File: config.mk
export PLATFORM = sky130hd
export DESIGN_NAME = led_pio_ctrl
export DESIGN_NICKNAME = d
export VERILOG_FILES = /design/src/rtl/led_pio_ctrl.sv
export SDC_FILE = /design/constraint.sdc
export NUM_CORES = 1
export LEC_CHECK = 0
export CAP_MARGIN = 25
export CORE_ASPECT_RATIO = 1.25
export CORE_MARGIN = 3
export CORE_UTILIZATION = 56
export DETAILED_ROUTE_END_ITERATION = 7
export PLACE_DENSITY = 0.89
export SLEW_MARGIN = 20
export SYNTH_ARGS = -nofsm -noshare
export SYNTH_HDL_FRONTEND = slang
export SYNTH_SLANG_ARGS = --single-unit
File: constraint.sdc
create_clock -name clk_clk -period 4.2 [get_ports clk_clk]
set_input_delay 0.63 -clock clk_clk [delete_from_list [all_inputs] [get_ports clk_clk]]
set_output_delay 0.63 -clock clk_clk [all_outputs]
set_load 0.02 [all_outputs]
File: src/rtl/led_pio_ctrl.sv
// LED PIO controller: CPU-written pattern with hardware blink, rotate (chaser) and global PWM brightness.
// Latency: a register write shows on leds_export one cycle after it lands; readdata is valid one cycle after read.
// Backpressure: none; the slave never stalls and every access completes in a single cycle.
module led_pio_ctrl #(
  parameter int WIDTH    = 8,
  parameter int PWM_BITS = 8,
  parameter int PRESCALE = 50000
) (
  input  logic             clk_clk,
  input  logic             reset_reset_n,
  input  logic [2:0]       address,
  input  logic             read,
  input  logic             write,
  input  logic [31:0]      writedata,
  output logic [31:0]      readdata,
  output logic [WIDTH-1:0] leds_export
);

  localparam int              PS_W    = $clog2(PRESCALE);
  localparam logic [PS_W-1:0] PS_LAST = PS_W'(PRESCALE - 1);

  localparam logic [2:0] A_DATA   = 3'd0;
  localparam logic [2:0] A_MODE   = 3'd1;
  localparam logic [2:0] A_PERIOD = 3'd2;
  localparam logic [2:0] A_DUTY   = 3'd3;
  localparam logic [2:0] A_STATUS = 3'd4;

  localparam logic [1:0] MODE_BLINK = 2'd1;
  localparam logic [1:0] MODE_ROTL  = 2'd2;
  localparam logic [1:0] MODE_ROTR  = 2'd3;

  logic [WIDTH-1:0]    data_q, data_d;
  logic [1:0]          mode_q, mode_d;
  logic [15:0]         period_q, period_d;
  logic [PWM_BITS-1:0] duty_q, duty_d;
  logic                phase_q, phase_d;
  logic [PS_W-1:0]     pre_q, pre_d;
  logic [15:0]         step_q, step_d;
  logic [PWM_BITS-1:0] pwm_q, pwm_d;
  logic [WIDTH-1:0]    leds_q, leds_d;
  logic [31:0]         rdata_q, rdata_d;

  logic        tick;
  logic        step_evt;
  logic        pwm_on;
  logic        lit;
  logic [15:0] step_last;
  logic [31:0] rd_mux;
  logic        unused_wdata;

  // Upper writedata bits beyond the widest register are intentionally ignored.
  assign unused_wdata = ^writedata;

  // A PERIOD of zero behaves as one tick per step.
  assign tick      = (pre_q == PS_LAST);
  assign step_last = (period_q == 16'd0) ? 16'd0 : period_q - 16'd1;
  assign step_evt  = tick && (step_q == step_last);
  assign pwm_on    = (pwm_q < duty_q) || (&duty_q);
  assign lit       = pwm_on && ((mode_q != MODE_BLINK) || phase_q);

  // Next-state: counters and animation first, then bus writes override (a write beats a coincident step).
  always_comb begin
    data_d   = data_q;
    mode_d   = mode_q;
    period_d = period_q;
    duty_d   = duty_q;
    phase_d  = phase_q;
    pre_d    = tick ? '0 : pre_q + 1'b1;
    step_d   = step_q;
    pwm_d    = pwm_q + 1'b1;
    if (tick) begin
      step_d = step_evt ? 16'd0 : step_q + 16'd1;
    end
    if (step_evt) begin
      case (mode_q)
        MODE_BLINK: phase_d = ~phase_q;
        MODE_ROTL:  data_d  = (data_q << 1) | (data_q >> (WIDTH - 1));
        MODE_ROTR:  data_d  = (data_q >> 1) | (data_q << (WIDTH - 1));
        default:    ;
      endcase
    end
    if (write) begin
      case (address)
        A_DATA: begin
          data_d  = writedata[WIDTH-1:0];
          pre_d   = '0;
          step_d  = 16'd0;
          phase_d = 1'b1;
        end
        A_MODE: begin
          mode_d  = writedata[1:0];
          data_d  = data_q;
          pre_d   = '0;
          step_d  = 16'd0;
          phase_d = 1'b1;
        end
        A_PERIOD: period_d = writedata[15:0];
        A_DUTY:   duty_d   = writedata[PWM_BITS-1:0];
        default:  ;
      endcase
    end
  end

  // Read mux samples pre-write state so a same-cycle read+write returns the old value.
  always_comb begin
    rd_mux = 32'd0;
    case (address)
      A_DATA:   rd_mux[WIDTH-1:0]    = data_q;
      A_MODE:   rd_mux[1:0]          = mode_q;
      A_PERIOD: rd_mux[15:0]         = period_q;
      A_DUTY:   rd_mux[PWM_BITS-1:0] = duty_q;
      A_STATUS: rd_mux               = {step_q, 15'd0, phase_q};
      default:  rd_mux               = 32'd0;
    endcase
    rdata_d = read ? rd_mux : rdata_q;
    leds_d  = data_q & {WIDTH{lit}};
  end

  // State registers; reset clears everything immediately regardless of activity.
  always_ff @(posedge clk_clk or negedge reset_reset_n) begin
    if (!reset_reset_n) begin
      data_q   <= '0;
      mode_q   <= 2'd0;
      period_q <= 16'd1;
      duty_q   <= '1;
      phase_q  <= 1'b1;
      pre_q    <= '0;
      step_q   <= 16'd0;
      pwm_q    <= '0;
      leds_q   <= '0;
      rdata_q  <= 32'd0;
    end else begin
      data_q   <= data_d;
      mode_q   <= mode_d;
      period_q <= period_d;
      duty_q   <= duty_d;
      phase_q  <= phase_d;
      pre_q    <= pre_d;
      step_q   <= step_d;
      pwm_q    <= pwm_d;
      leds_q   <= leds_d;
      rdata_q  <= rdata_d;
    end
  end

  assign leds_export = leds_q;
  assign readdata    = rdata_q;

endmodule

==> results by group <==
Timing
  – Worst Tran Pin Value: 715.6 ps
  – Fin. Hold Viols: 0
  – Top achievable clock speed: 0.2787 GHz
  – Slew Viols, Final: 0
  – Final Skew: 9.798 ps
  – Tcrit/Tclk final: 85.43%
  – Unrepaired setup endpoints after global routing: false
  – Setup tns final: 0 ps
  – Fin crit period: 3588 ps
  – Final setup violating endpoints: 0
  – Slew HR: 52.14%
  – Hold_ws: 117.1 ps

Global route
  – Number of global-route vias before repair: 5144
  – Initial antenna violation count: 0
  – Gr ovfl total: 0
  – Tot GR Track Use: 26.09%
  – Largest net degree at the start of global routing: 46
  – First-pass GRT wire length: 25900 um

Clock tree
  – Post-CTS Setup Bufs: 0
  – Clk buf depth: 2
  – Clk Latency, worst-skew pair: 420 ps
  – Worst-path clk slew: 60 ps
  – CTS Buf Count: 17
  – TritonCTS clock tree: yes
  – Post-CTS resize count: 0
  – Root Driver: clkbuf_16
  – CTS sink cnt: 115
  – H-tree depth: 4
  – Hold buffers post-CTS: 0

Finish
  – Filler instances: 763
  – Antenna diode instance count: 0
  – Most frequent cells in the layout: 105 x dfrtp_1, 61 x clkdlybuf4s50_1, 51 x inv_1
  – Most common cell after layout, fill and taps aside: dfrtp_1
  – Final Instance Count excl. Fillers: 826
  – Post-layout nets: 732
  – Area grow syn2layout: 19.76%
  – Fraction of layout instances using a drive strength above 1: 15.42%

Drt
  – ANT nets after route: 0
  – Via-to-Cell Ratio: 6.138
  – Detail-routed net length per standard cell: 18.99 um
  – DRT iter0 DRCs: 334
  – WL final: 15690 um
  – First drt pass iteration count: 5
  – Via count: 5070
  – DRC: 0

Floorplanning
  – DIE WIDTH: 101.3 um
  – Num ports: 79
  – Die area: 12680 um2
  – Die Span Y: 125.1 um
  – Core area: 10830 um2
  – Starting Density: 58.73%
  – Row count: 42

Critical path
  – Reg2reg start: period_q[1]$_DFFE_PN0P_
  – Crit Path Class: reg2reg
  – Max FO, Critical Path: 14
  – Crit path capture type: flop
  – Worst setup startpoint: period_q[1]$_DFFE_PN0P_
  – Arr. time, crit path: 3870 ps
  – Worst Path Required: 4480 ps
  – Worst Setup Start Kind: flop

Logic synthesis
  – Mux share of post-synthesis cell area: 7.341%
  – Top FF cell, synth: dfrtp_1
  – Count of cell types in the netlist: 69
  – Syn. warnings: 0
  – Number of flops mapped to enable cells by yosys: 0
  – Area fraction in compound gates after synthesis: 12.22%
  – Fraction of the mapped netlist area in adder cells: 2.362%
  – Xor/xnor cell area share of the yosys netlist: 6.829%
  – Synth Instances: 630
  – Synth Area in Simple Gates: 19.90%
  – Main combinational cell family by area after synthesis: simple AND/OR/NAND/NOR gates
  – Mapped Nets: 681
  – Async set-or-reset flop fraction in the synthesized netlist: 100.0%
  – Seq cells post-synth: 115
  – Post-Syn Area: 6357 um2
  – Sequential area share after synthesis: 45.46%
  – Mapped Avg Cell Area: 10.09 um2

Pwr
  – Final Power: 3.583 mW
  – Leakage power: 3.182 nW
  – Maximum VDD drop: 0.3260 mV
  – Pwr Density: 470.7 nW/um2

Placement
  – Placed insts: 794
  – # port buffers: 62
  – Routability cong.: 0.9236
  – Hpwl dp: 11120 um

Job
  – Max-cap viol count: 0

Hold path
  – Worst Hold Class: in2async

Outcome
  – Status: completed
## cells in the mapped netlist (3+ instances only)
| library cell | number | area (um2) |
|---|---|---|
| nand2b_1 | 7 | 43.79 |
| or4_4 | 3 | 33.78 |
| nor4_4 | 3 | 63.81 |
| buf_6 | 5 | 56.30 |
| xnor2_1 | 26 | 227.7 |
| nor3_1 | 9 | 45.04 |
| dfrtp_1 | 105 | 2628 |
| mux2i_1 | 14 | 140.1 |
| buf_1 | 3 | 11.26 |
| o211ai_2 | 8 | 100.1 |
| ha_1 | 12 | 150.1 |
| xor2_1 | 21 | 183.9 |
| buf_2 | 5 | 25.02 |
| nand2_1 | 47 | 176.4 |
| o21a_1 | 3 | 22.52 |
| nand3b_1 | 12 | 90.09 |
| nor4b_1 | 3 | 26.28 |
| mux2_2 | 27 | 304.0 |
| a21oi_1 | 6 | 30.03 |
| o21ai_0 | 44 | 220.2 |
| inv_1 | 51 | 191.4 |
| o22ai_1 | 7 | 43.79 |
| clkbuf_1 | 24 | 90.09 |
| nand4_1 | 9 | 56.30 |
| or3_1 | 4 | 25.02 |
| nor2_1 | 43 | 161.4 |
| a22oi_1 | 15 | 112.6 |
| nor3b_1 | 9 | 67.56 |
| nor4_1 | 4 | 25.02 |
| nor4bb_1 | 3 | 30.03 |
| dfstp_2 | 10 | 262.8 |
| nor4_2 | 3 | 37.54 |
| nand3_1 | 22 | 110.1 |
| and3_1 | 16 | 100.1 |
## kinds of logic (layout without fill, tap and decap cells)
logic type	Yosys count	in the layout
compound gates	109	109
xor+xnor	48	48
fa+ha+maj	12	12
buf+inv	88	152
flops	115	115
mux	42	42
simple gates	216	216
## area by class of cell
| cell class | instances | area, um2 | area share, % |
|---|---|---|---|
| well taps | 132 | 165.2 | 2.169 |
| clock buffers | 21 | 470.5 | 6.179 |
| inverters | 51 | 191.4 | 2.514 |
| clock inverters | 11 | 127.6 | 1.676 |
| repair buffers | 69 | 670.6 | 8.809 |
| flip-flops and latches | 115 | 2890 | 37.96 |
| multi-input cells | 427 | 3098 | 40.69 |
## worst max-delay path, stage by stage, from the launching register on
cell and delay (ps):
dfrtp_1 460, inv_1 110, ha_1 260, or4b_4 570
nor4_4 460, nor4b_1 130, a2111o_1 400, nor4_4 340
nand4_1 190, nand2_1 410, nor2_1 130
## path summary, 6_finish.rpt
kind | slack, ps | cells after the start | to
worst max register to register | 610 | 10 | step_q[3]$_DFF_PN0_
worst min-delay path | 120 | 1 | readdata[16]$_DFFE_PN0P_
worst max-delay path | 610 | 10 | step_q[3]$_DFF_PN0_
min in group clk_clk | 470 | 1 | pre_q[0]$_DFF_PN0_
worst min register to register | 470 | 1 | pre_q[0]$_DFF_PN0_
max in group asynchronous | 3220 | 2 | period_q[0]$_DFFE_PN1P_
## where the power goes
part           leakage [nW]  internal [mW]  switching (mW)
Clock                 0.286          0.920           0.519
Combinational          1.43          0.339           0.367
Sequential             1.47           1.25           0.188
## layer usage
| metal | GRT usage, % | wire, um | share of wire, % | vias up |
|---|---|---|---|---|
| li1 | - | - | - | 2316 |
| met1 | 30.87 | 5949 | 38 | 2514 |
| met2 | 43.61 | 8185 | 52 | 193 |
| met3 | 6.184 | 945 | 6.0 | 47 |
| met4 | 13.30 | 605 | 3.9 | 0 |
| met5 | 0 | 0 | 0 | - |
## per-stage QoR
stage | utilization (%) | area (um2) | worst slack (ps)
3_5_place_dp | 64.81 | 7015 | 664.3
4_1_cts | 70.33 | 7614 | 623.1
3_3_place_gp | 64.81 | 7015 | 736.4
5_1_grt | 70.33 | 7614 | 358.5
6_report | 70.33 | 7614 | 612.1
2_1_floorplan | - | 6357 | 1124
## state kept, by name (all words and copies together) (netlist names)
| signal | cells |
|---|---|
| pre_q | 16 |
| readdata | 32 |
| pwm_q | 8 |
| duty_q | 8 |
| mode_q | 2 |
| data_q | 8 |
| step_q | 16 |
| period_q | 16 |
| phase_q | 1 |
| leds_export | 8 |
Note: power is estimated with default switching activity, not from simulation.
